==> src/rtl/des_pkg.sv <==
// DES key-schedule constants: PC-1/PC-2 selection tables, rotation schedule, FSM states.
// Latency: n/a (constants and pure functions only).
// Backpressure: n/a.
package des_pkg;

  localparam int NUM_ROUNDS = 16;

  // PC-1: entry i names the key bit (1 = MSB of 64) that lands in C/D bit i+1.
  localparam int PC1 [56] = '{
    57, 49, 41, 33, 25, 17,  9,  1, 58, 50, 42, 34, 26, 18,
    10,  2, 59, 51, 43, 35, 27, 19, 11,  3, 60, 52, 44, 36,
    63, 55, 47, 39, 31, 23, 15,  7, 62, 54, 46, 38, 30, 22,
    14,  6, 61, 53, 45, 37, 29, 21, 13,  5, 28, 20, 12,  4
  };

  // PC-2: entry i names the C/D bit (1 = MSB of 56) that lands in subkey bit i+1.
  localparam int PC2 [48] = '{
    14, 17, 11, 24,  1,  5,  3, 28, 15,  6, 21, 10,
    23, 19, 12,  4, 26,  8, 16,  7, 27, 20, 13,  2,
    41, 52, 31, 37, 47, 55, 30, 40, 51, 45, 33, 48,
    44, 49, 39, 56, 34, 53, 46, 42, 50, 36, 29, 32
  };

  // Left-rotation amount for rounds 1..16 (index 0 = round 1); sums to 28.
  localparam logic [1:0] SHIFT [16] = '{
    2'd1, 2'd1, 2'd2, 2'd2, 2'd2, 2'd2, 2'd2, 2'd2,
    2'd1, 2'd2, 2'd2, 2'd2, 2'd2, 2'd2, 2'd2, 2'd1
  };

  typedef enum logic [1:0] {
    ST_IDLE = 2'd0,
    ST_LOAD = 2'd1,
    ST_OUT  = 2'd2,
    ST_DONE = 2'd3
  } sched_state_e;

  // Rotate a 28-bit half left by 1 or 2 places.
  function automatic logic [27:0] rol28(input logic [27:0] x, input logic [1:0] n);
    return (n == 2'd2) ? {x[25:0], x[27:26]} : {x[26:0], x[27]};
  endfunction

  // Rotate a 28-bit half right by 1 or 2 places.
  function automatic logic [27:0] ror28(input logic [27:0] x, input logic [1:0] n);
    return (n == 2'd2) ? {x[1:0], x[27:2]} : {x[0], x[27:1]};
  endfunction

endpackage

==> src/rtl/des_key_perm.sv <==
// PC-1 (64 -> 56) and PC-2 (56 -> 48) bit selections, independent of each other.
// Latency: combinational.
// Backpressure: none; pure wiring.
module des_key_perm
  import des_pkg::*;
(
  input  logic [63:0] key,
  output logic [55:0] pc1_out,
  input  logic [55:0] cd,
  output logic [47:0] pc2_out
);

  // PC-1: bit 1 of each vector is its MSB, so table index k maps to vector bit width-k.
  always_comb begin
    pc1_out = '0;
    for (int i = 0; i < 56; i++) begin
      pc1_out[55-i] = key[64-PC1[i]];
    end
  end

  // PC-2: select 48 of the 56 rotated C/D bits.
  always_comb begin
    pc2_out = '0;
    for (int i = 0; i < 48; i++) begin
      pc2_out[47-i] = cd[56-PC2[i]];
    end
  end

endmodule

==> src/rtl/des_key_sched_ctrl.sv <==
// DES subkey sequencer: PC-1 load, per-round C/D rotation, PC-2, encrypt or decrypt order.
// Latency: first subkey valid 2 cycles after start; then one subkey per cycle; done 1 cycle after 16th handshake.
// Backpressure: subkey/round_idx held while subkey_valid && !subkey_ready; start ignored while busy.
module des_key_sched_ctrl #(
  parameter int NUM_ROUNDS = des_pkg::NUM_ROUNDS,
  parameter bit REG_OUT    = 1'b1
) (
  input  logic        clk,
  input  logic        rst,
  input  logic        start,
  input  logic [63:0] key_in,
  input  logic        decrypt,
  output logic        busy,
  output logic [47:0] subkey,
  output logic        subkey_valid,
  input  logic        subkey_ready,
  output logic [4:0]  round_idx,
  output logic        done
);
  import des_pkg::*;

  localparam logic [4:0] CNT_LAST = 5'(NUM_ROUNDS - 1);
  localparam logic [4:0] IDX_LAST = 5'(NUM_ROUNDS);

  sched_state_e state, state_nxt;

  logic [27:0] c, d, c_nxt, d_nxt;
  logic [27:0] c0, d0;
  logic        dec, dec_nxt;
  logic [4:0]  count, count_nxt;
  logic [4:0]  idx_nxt;
  logic        valid_nxt;
  logic        sk_load, key_load;
  logic        hs, last;
  logic [1:0]  sh_enc, sh_dec;
  logic [55:0] cd_pc1;
  logic [47:0] ks;

  // PC-2 sees the next C/D so the subkey register captures the key of the round being entered.
  des_key_perm u_perm (
    .key     (key_in),
    .pc1_out (cd_pc1),
    .cd      ({c_nxt, d_nxt}),
    .pc2_out (ks)
  );

  // Encrypt rotates by s[r+1] when stepping to round r+1; decrypt undoes s[r] before stepping down.
  assign sh_enc = SHIFT[round_idx[3:0]];
  assign sh_dec = SHIFT[4'(round_idx - 5'd1)];

  assign busy = (state == ST_LOAD) || (state == ST_OUT);
  assign done = (state == ST_DONE);

  // Next-state and datapath update selection.
  always_comb begin
    hs        = subkey_valid & subkey_ready;
    last      = (count == CNT_LAST);
    state_nxt = state;
    c_nxt     = c;
    d_nxt     = d;
    dec_nxt   = dec;
    count_nxt = count;
    idx_nxt   = round_idx;
    valid_nxt = subkey_valid;
    sk_load   = 1'b0;
    key_load  = 1'b0;
    unique case (state)
      ST_IDLE: begin
        if (start) begin
          key_load  = 1'b1;
          c_nxt     = cd_pc1[55:28];
          d_nxt     = cd_pc1[27:0];
          dec_nxt   = decrypt;
          count_nxt = '0;
          state_nxt = ST_LOAD;
        end
      end
      ST_LOAD: begin
        // Decrypt starts at K16, whose total rotation is 28, i.e. C0/D0 unchanged.
        if (dec) begin
          idx_nxt = IDX_LAST;
        end else begin
          idx_nxt = 5'd1;
          c_nxt   = rol28(c, SHIFT[0]);
          d_nxt   = rol28(d, SHIFT[0]);
        end
        sk_load   = 1'b1;
        valid_nxt = 1'b1;
        state_nxt = ST_OUT;
      end
      ST_OUT: begin
        if (hs) begin
          if (last) begin
            valid_nxt = 1'b0;
            state_nxt = ST_DONE;
          end else begin
            count_nxt = count + 5'd1;
            sk_load   = 1'b1;
            if (dec) begin
              c_nxt   = ror28(c, sh_dec);
              d_nxt   = ror28(d, sh_dec);
              idx_nxt = round_idx - 5'd1;
            end else begin
              c_nxt   = rol28(c, sh_enc);
              d_nxt   = rol28(d, sh_enc);
              idx_nxt = round_idx + 5'd1;
            end
          end
        end
      end
      ST_DONE: begin
        state_nxt = ST_IDLE;
      end
      default: begin
        state_nxt = ST_IDLE;
      end
    endcase
  end

  // FSM state register.
  always_ff @(posedge clk) begin
    if (rst) begin
      state <= ST_IDLE;
    end else begin
      state <= state_nxt;
    end
  end

  // Datapath registers: C/D halves, loaded copy, order, counter and registered subkey stream.
  always_ff @(posedge clk) begin
    if (rst) begin
      c            <= '0;
      d            <= '0;
      c0           <= '0;
      d0           <= '0;
      dec          <= 1'b0;
      count        <= '0;
      round_idx    <= '0;
      subkey       <= '0;
      subkey_valid <= 1'b0;
    end else begin
      c            <= c_nxt;
      d            <= d_nxt;
      dec          <= dec_nxt;
      count        <= count_nxt;
      round_idx    <= idx_nxt;
      subkey_valid <= valid_nxt;
      if (key_load) begin
        c0 <= c_nxt;
        d0 <= d_nxt;
      end
      if (sk_load) begin
        subkey <= ks;
      end
    end
  end

  // Only the registered-output variant exists.
  a_reg_out: assert property (@(posedge clk) REG_OUT == 1'b1);

  // A presented subkey always carries a legal DES round number.
  a_idx_range: assert property (@(posedge clk) disable iff (rst)
    subkey_valid |-> (round_idx >= 5'd1 && round_idx <= IDX_LAST));

  // Sixteen encrypt rotations total 28 places, bringing C/D back to their loaded values.
  a_enc_wrap: assert property (@(posedge clk) disable iff (rst)
    (state == ST_OUT && hs && last && !dec) |-> (c == c0 && d == d0));

endmodule
==> config.mk <==
export PLATFORM = sky130hd
export DESIGN_NAME = des_key_sched_ctrl
export DESIGN_NICKNAME = d
export VERILOG_FILES = /design/src/rtl/des_pkg.sv /design/src/rtl/des_key_perm.sv /design/src/rtl/des_key_sched_ctrl.sv
export SDC_FILE = /design/constraint.sdc
export NUM_CORES = 1
export LEC_CHECK = 0
export ABC_AREA = 1
export CAP_MARGIN = 20
export CORE_MARGIN = 4
export CORE_UTILIZATION = 55
export CTS_BUF_LIST = sky130_fd_sc_hd__clkbuf_8 sky130_fd_sc_hd__clkbuf_16
export DETAILED_ROUTE_END_ITERATION = 10
export GPL_TIMING_DRIVEN = 0
export PLACE_DENSITY_LB_ADDON = 0.15
export SETUP_SLACK_MARGIN = 0.05
export SYNTH_ARGS = -nofsm -noshare
export SYNTH_HDL_FRONTEND = slang
export SYNTH_SLANG_ARGS = --single-unit
==> constraint.sdc <==
create_clock -name clk -period 2.4 [get_ports clk]
set_clock_uncertainty 0.2 [all_clocks]
set_input_delay 0.36 -clock clk [delete_from_list [all_inputs] [get_ports clk]]
set_output_delay 0.36 -clock clk [all_outputs]
set_load 0.01 [all_outputs]
==> reports/metrics.cfg <==
[die]
die_h_um=129.8
initial_core_util_pct=56.12
die-area_sq_um=16840
fp.coreArea_sq_um=14530
io_pins=125
rows=44
fp.dieW_um=129.8

[place]
placed_cell_area_sq_um=9538
dpl.hpwl_um=22590
place_inst=1689
gp_congestion=1.036
port_buffers=115

[layout]
instances_no_fill=1730
syn_to_final_growth_pct=34.04
nets=1611
fill_cells=1234
regArea_sq_um=2375
insertedDiodeCount=0
drive_above_1_share_pct=14.17
multi_input_area_sq_um=5259
finish.utilization_pct=75.22
fin_area_sq_um=10930

[synthesis]
seq_area_frac_synth_pct=28.96
ys_types=28
synthesis.instances=1390
syn-num-nets=1468
synth_area_sq_um=8157
avgSynthCellArea_sq_um=5.868
ys_ff_latch=118
yosysWarnings=0

[timing]
fin_crit_sh_pct=97.97
setup_viol=0
slew_headroom_pct=28.16
hold_viol=0
min_period_ns=2.351
max_clock_freq_mhz=425.3
finalMaxSlewViolations=0
grt_setup_unrepaired=true
worstMarginPinSlew_ns=1.078

[setup_path]
worstReg2RegEnd=subkey[41]$_SDFFE_PP0P_
cp.required_ns=2.58
endpoint_kind=flip-flop
worstSetupPathType=flip-flop to flip-flop
worstPathArrival_ns=2.53
r2r_slack_ns=0.05
startpoint_type=flip-flop
cp_max_fo=6
r2r-start=count[1]$_SDFFE_PP0P_
r2r_cells=14

[clock_network]
cts_tree=yes
numCtsBuffers=17
hold_buffers=0
clock_sink_count=118
cts_buffer_depth=2
htreeDepth=4
clk_latency_ns=0.43
path_clk_slew_ns=0.06
cts_root_buffer=clkbuf_16

[worst_hold_path]
whs_path_depth=2
hold_path.class=flip-flop to flip-flop
hold_end=subkey_valid$_SDFFE_PP0P_
hold_path.startpoint=subkey_valid$_SDFFE_PP0P_

[power]
power_density_nw_per_um2=1054
switchingPower_mw=5.157
max-vdd-ir-drop_uv=654.6
clockPowerShare_pct=21.6
p_leak_nw=4.508
seqPwrFrac_pct=28.4
finalPower_mw=11.52
internal_power_mw=6.366
p_comb_share_pct=50.0
switching_share_pct=44.75

[detailed_routing]
drt-total-wl_um=33160
drt-pass1-iter-count=6
drt-initial-drc-count=1464
vias_per_cell=6.005
wl_per_cell_um=19.17
drc_errors=0
ant_nets=0
vias=10390

[global_routing]
grt_pass1_vias=9424
groute.usage.overall_pct=37.25
grt_max_degree=17
grt_remaining_overflow=0
grt_pass1_wl_um=49010
antenna_found_initial=0

[status]
outcome=complete, no violations

[flow_run]
drv_cap=0

-- cells by family (layout without fill, tap and decap cells) --
family                   count (synthesis)  in the layout  synth area share, %
adder cells (fa/ha/maj)                  9              9                1.381
AO/OA/AOI/OAI                          234            234                17.29
flip-flops                             118            118                28.96
XOR/XNOR                                 2              2               0.2148
buffers and inverters                  221            377                11.54
AND/OR/NAND/NOR                        806            806                40.62
-- power by group through the flow --
stage | combinational [mW] | sequential [mW] | clock (mW)
3_3_place_gp | 4.78 | 3.18 | 0
5_1_grt | 6.24 | 3.29 | 2.57
2_1_floorplan | 3.15 | 3.04 | 0
4_1_cts | 5.12 | 3.16 | 2.47
6_report | 5.76 | 3.27 | 2.49
3_5_place_dp | 4.84 | 3.19 | 0
-- final cells by class --
| class | count | share of cell area [%] |
|---|---|---|
| Tap cell | 184 | 2.106 |
| Clock inverter | 14 | 1.099 |
| Clock buffer | 18 | 4.017 |
| Sequential cell | 118 | 21.72 |
| Timing Repair Buffer | 125 | 11.94 |
| Multi-Input combinational cell | 1051 | 48.10 |
| Inverter | 116 | 4.051 |
| Buffer | 104 | 6.970 |
-- placed cells by master (no fill, tap or decap), types with 3 or more instances in the layout --
cell,synthesis,layout
ha_1,9,3
buf_2,38,14
nor2_1,221,190
buf_4,7,10
clkbuf_1,47,29
a211oi_1,4,4
clkinv_2,0,6
nand3_2,0,12
inv_1,111,110
nor2_4,2,10
nand2_1,374,364
nand2_2,5,13
nor3_1,5,3
dfxtp_2,0,4
buf_1,8,6
clkdlybuf4s50_1,0,114
a21oi_1,121,113
clkbuf_16,0,20
clkbuf_8,0,3
dfxtp_1,118,112
a221oi_1,39,26
nor2_2,0,23
o211ai_1,18,18
inv_2,5,7
buf_6,5,13
clkbuf_4,0,11
inv_4,0,3
a221oi_2,0,12
clkbuf_2,0,11
buf_12,0,5
o21ai_0,35,35
o21ai_1,8,6
buf_8,0,10
a32o_1,7,7
ha_2,0,4
nand3_1,195,182
a21oi_2,0,8
-- worst max-delay path, cell delays in order, from the launching register on --
cell and delay [ns]:
dfxtp_4 0.36, ha_4 0.16, inv_2 0.06, nor3_2 0.04, ha_2 0.20, or2_4 0.25, nor2_4 0.21, o21ai_2 0.11
inv_4 0.12, buf_12 0.17, clkbuf_16 0.17, nor2_1 0.04, nor2_1 0.09, nand2_1 0.06, inv_1 0.05
-- stage by stage --
step	setup TNS, ns	hold WS, ns	setup WS (ns)
6_report	0	0.2782	0.04871
4_1_cts	0	0.2837	0.05063
2_1_floorplan	0	0.2582	0.2435
5_1_grt	-0.3428	0.3214	-0.03211
3_3_place_gp	-21.48	0.2636	-0.4340
3_5_place_dp	-24.14	0.2766	-0.4632
-- per-layer routing --
metal,up-vias,GRT usage [%],part of all wire (%)
met1,4700,47.68,38
met3,151,9.169,11
met5,-,0,0
li1,4839,-,-
met2,699,57.81,45
met4,0,20.29,5.3
-- cell usage after synthesis, drive strengths merged --
master  count  share of area (%)
dfxtp     118                 29
nand2     379                 18
xor2        1               0.11
a21oi     121                7.4
nor3        5               0.31
buf        58                4.0
o211ai     18                1.7
a31oi       1              0.077
nand3     195                 12
nor2      223                 10
inv       116                5.3
a211oi      4               0.37
xnor2       1               0.11
a221oi     39                4.2
or2         4               0.31
ha          9                1.4
a32o        7               0.86
o22ai       1              0.077
o21ai      43                2.6
clkbuf     47                2.2
-- repair_timing --
action	CTS	global route
cloned	0	3
pin swaps	2	25
hold endpoints to repair	0	0
setup buffers	3	4
endpoints found under the setup margin	97	113
resized for setup	76	149
-- worst max path at each step --
stage / end / from / cells after the start / slack, ns
2_1_floorplan: subkey[29]$_SDFFE_PP0P_ / count[0]$_SDFFE_PP0P_ / 13 / 0.24
6_report: subkey[41]$_SDFFE_PP0P_ / count[1]$_SDFFE_PP0P_ / 14 / 0.05
3_3_place_gp: subkey[30]$_SDFFE_PP0P_ / count[0]$_SDFFE_PP0P_ / 13 / -0.43
3_5_place_dp: subkey[0]$_SDFFE_PP0P_ / count[0]$_SDFFE_PP0P_ / 13 / -0.46
5_1_grt: subkey[26]$_SDFFE_PP0P_ / count[1]$_SDFFE_PP0P_ / 14 / -0.03
4_1_cts: subkey[12]$_SDFFE_PP0P_ / round_idx[0]$_SDFFE_PP0P_ / 12 / 0.05
-- registers in the layout, indices dropped and copies added (netlist names) --
name and count:
c 28, subkey 48, d 28, round_idx 5, state 2, subkey_valid 1
count 5, dec 1
Power figures use the tool's default switching activity.
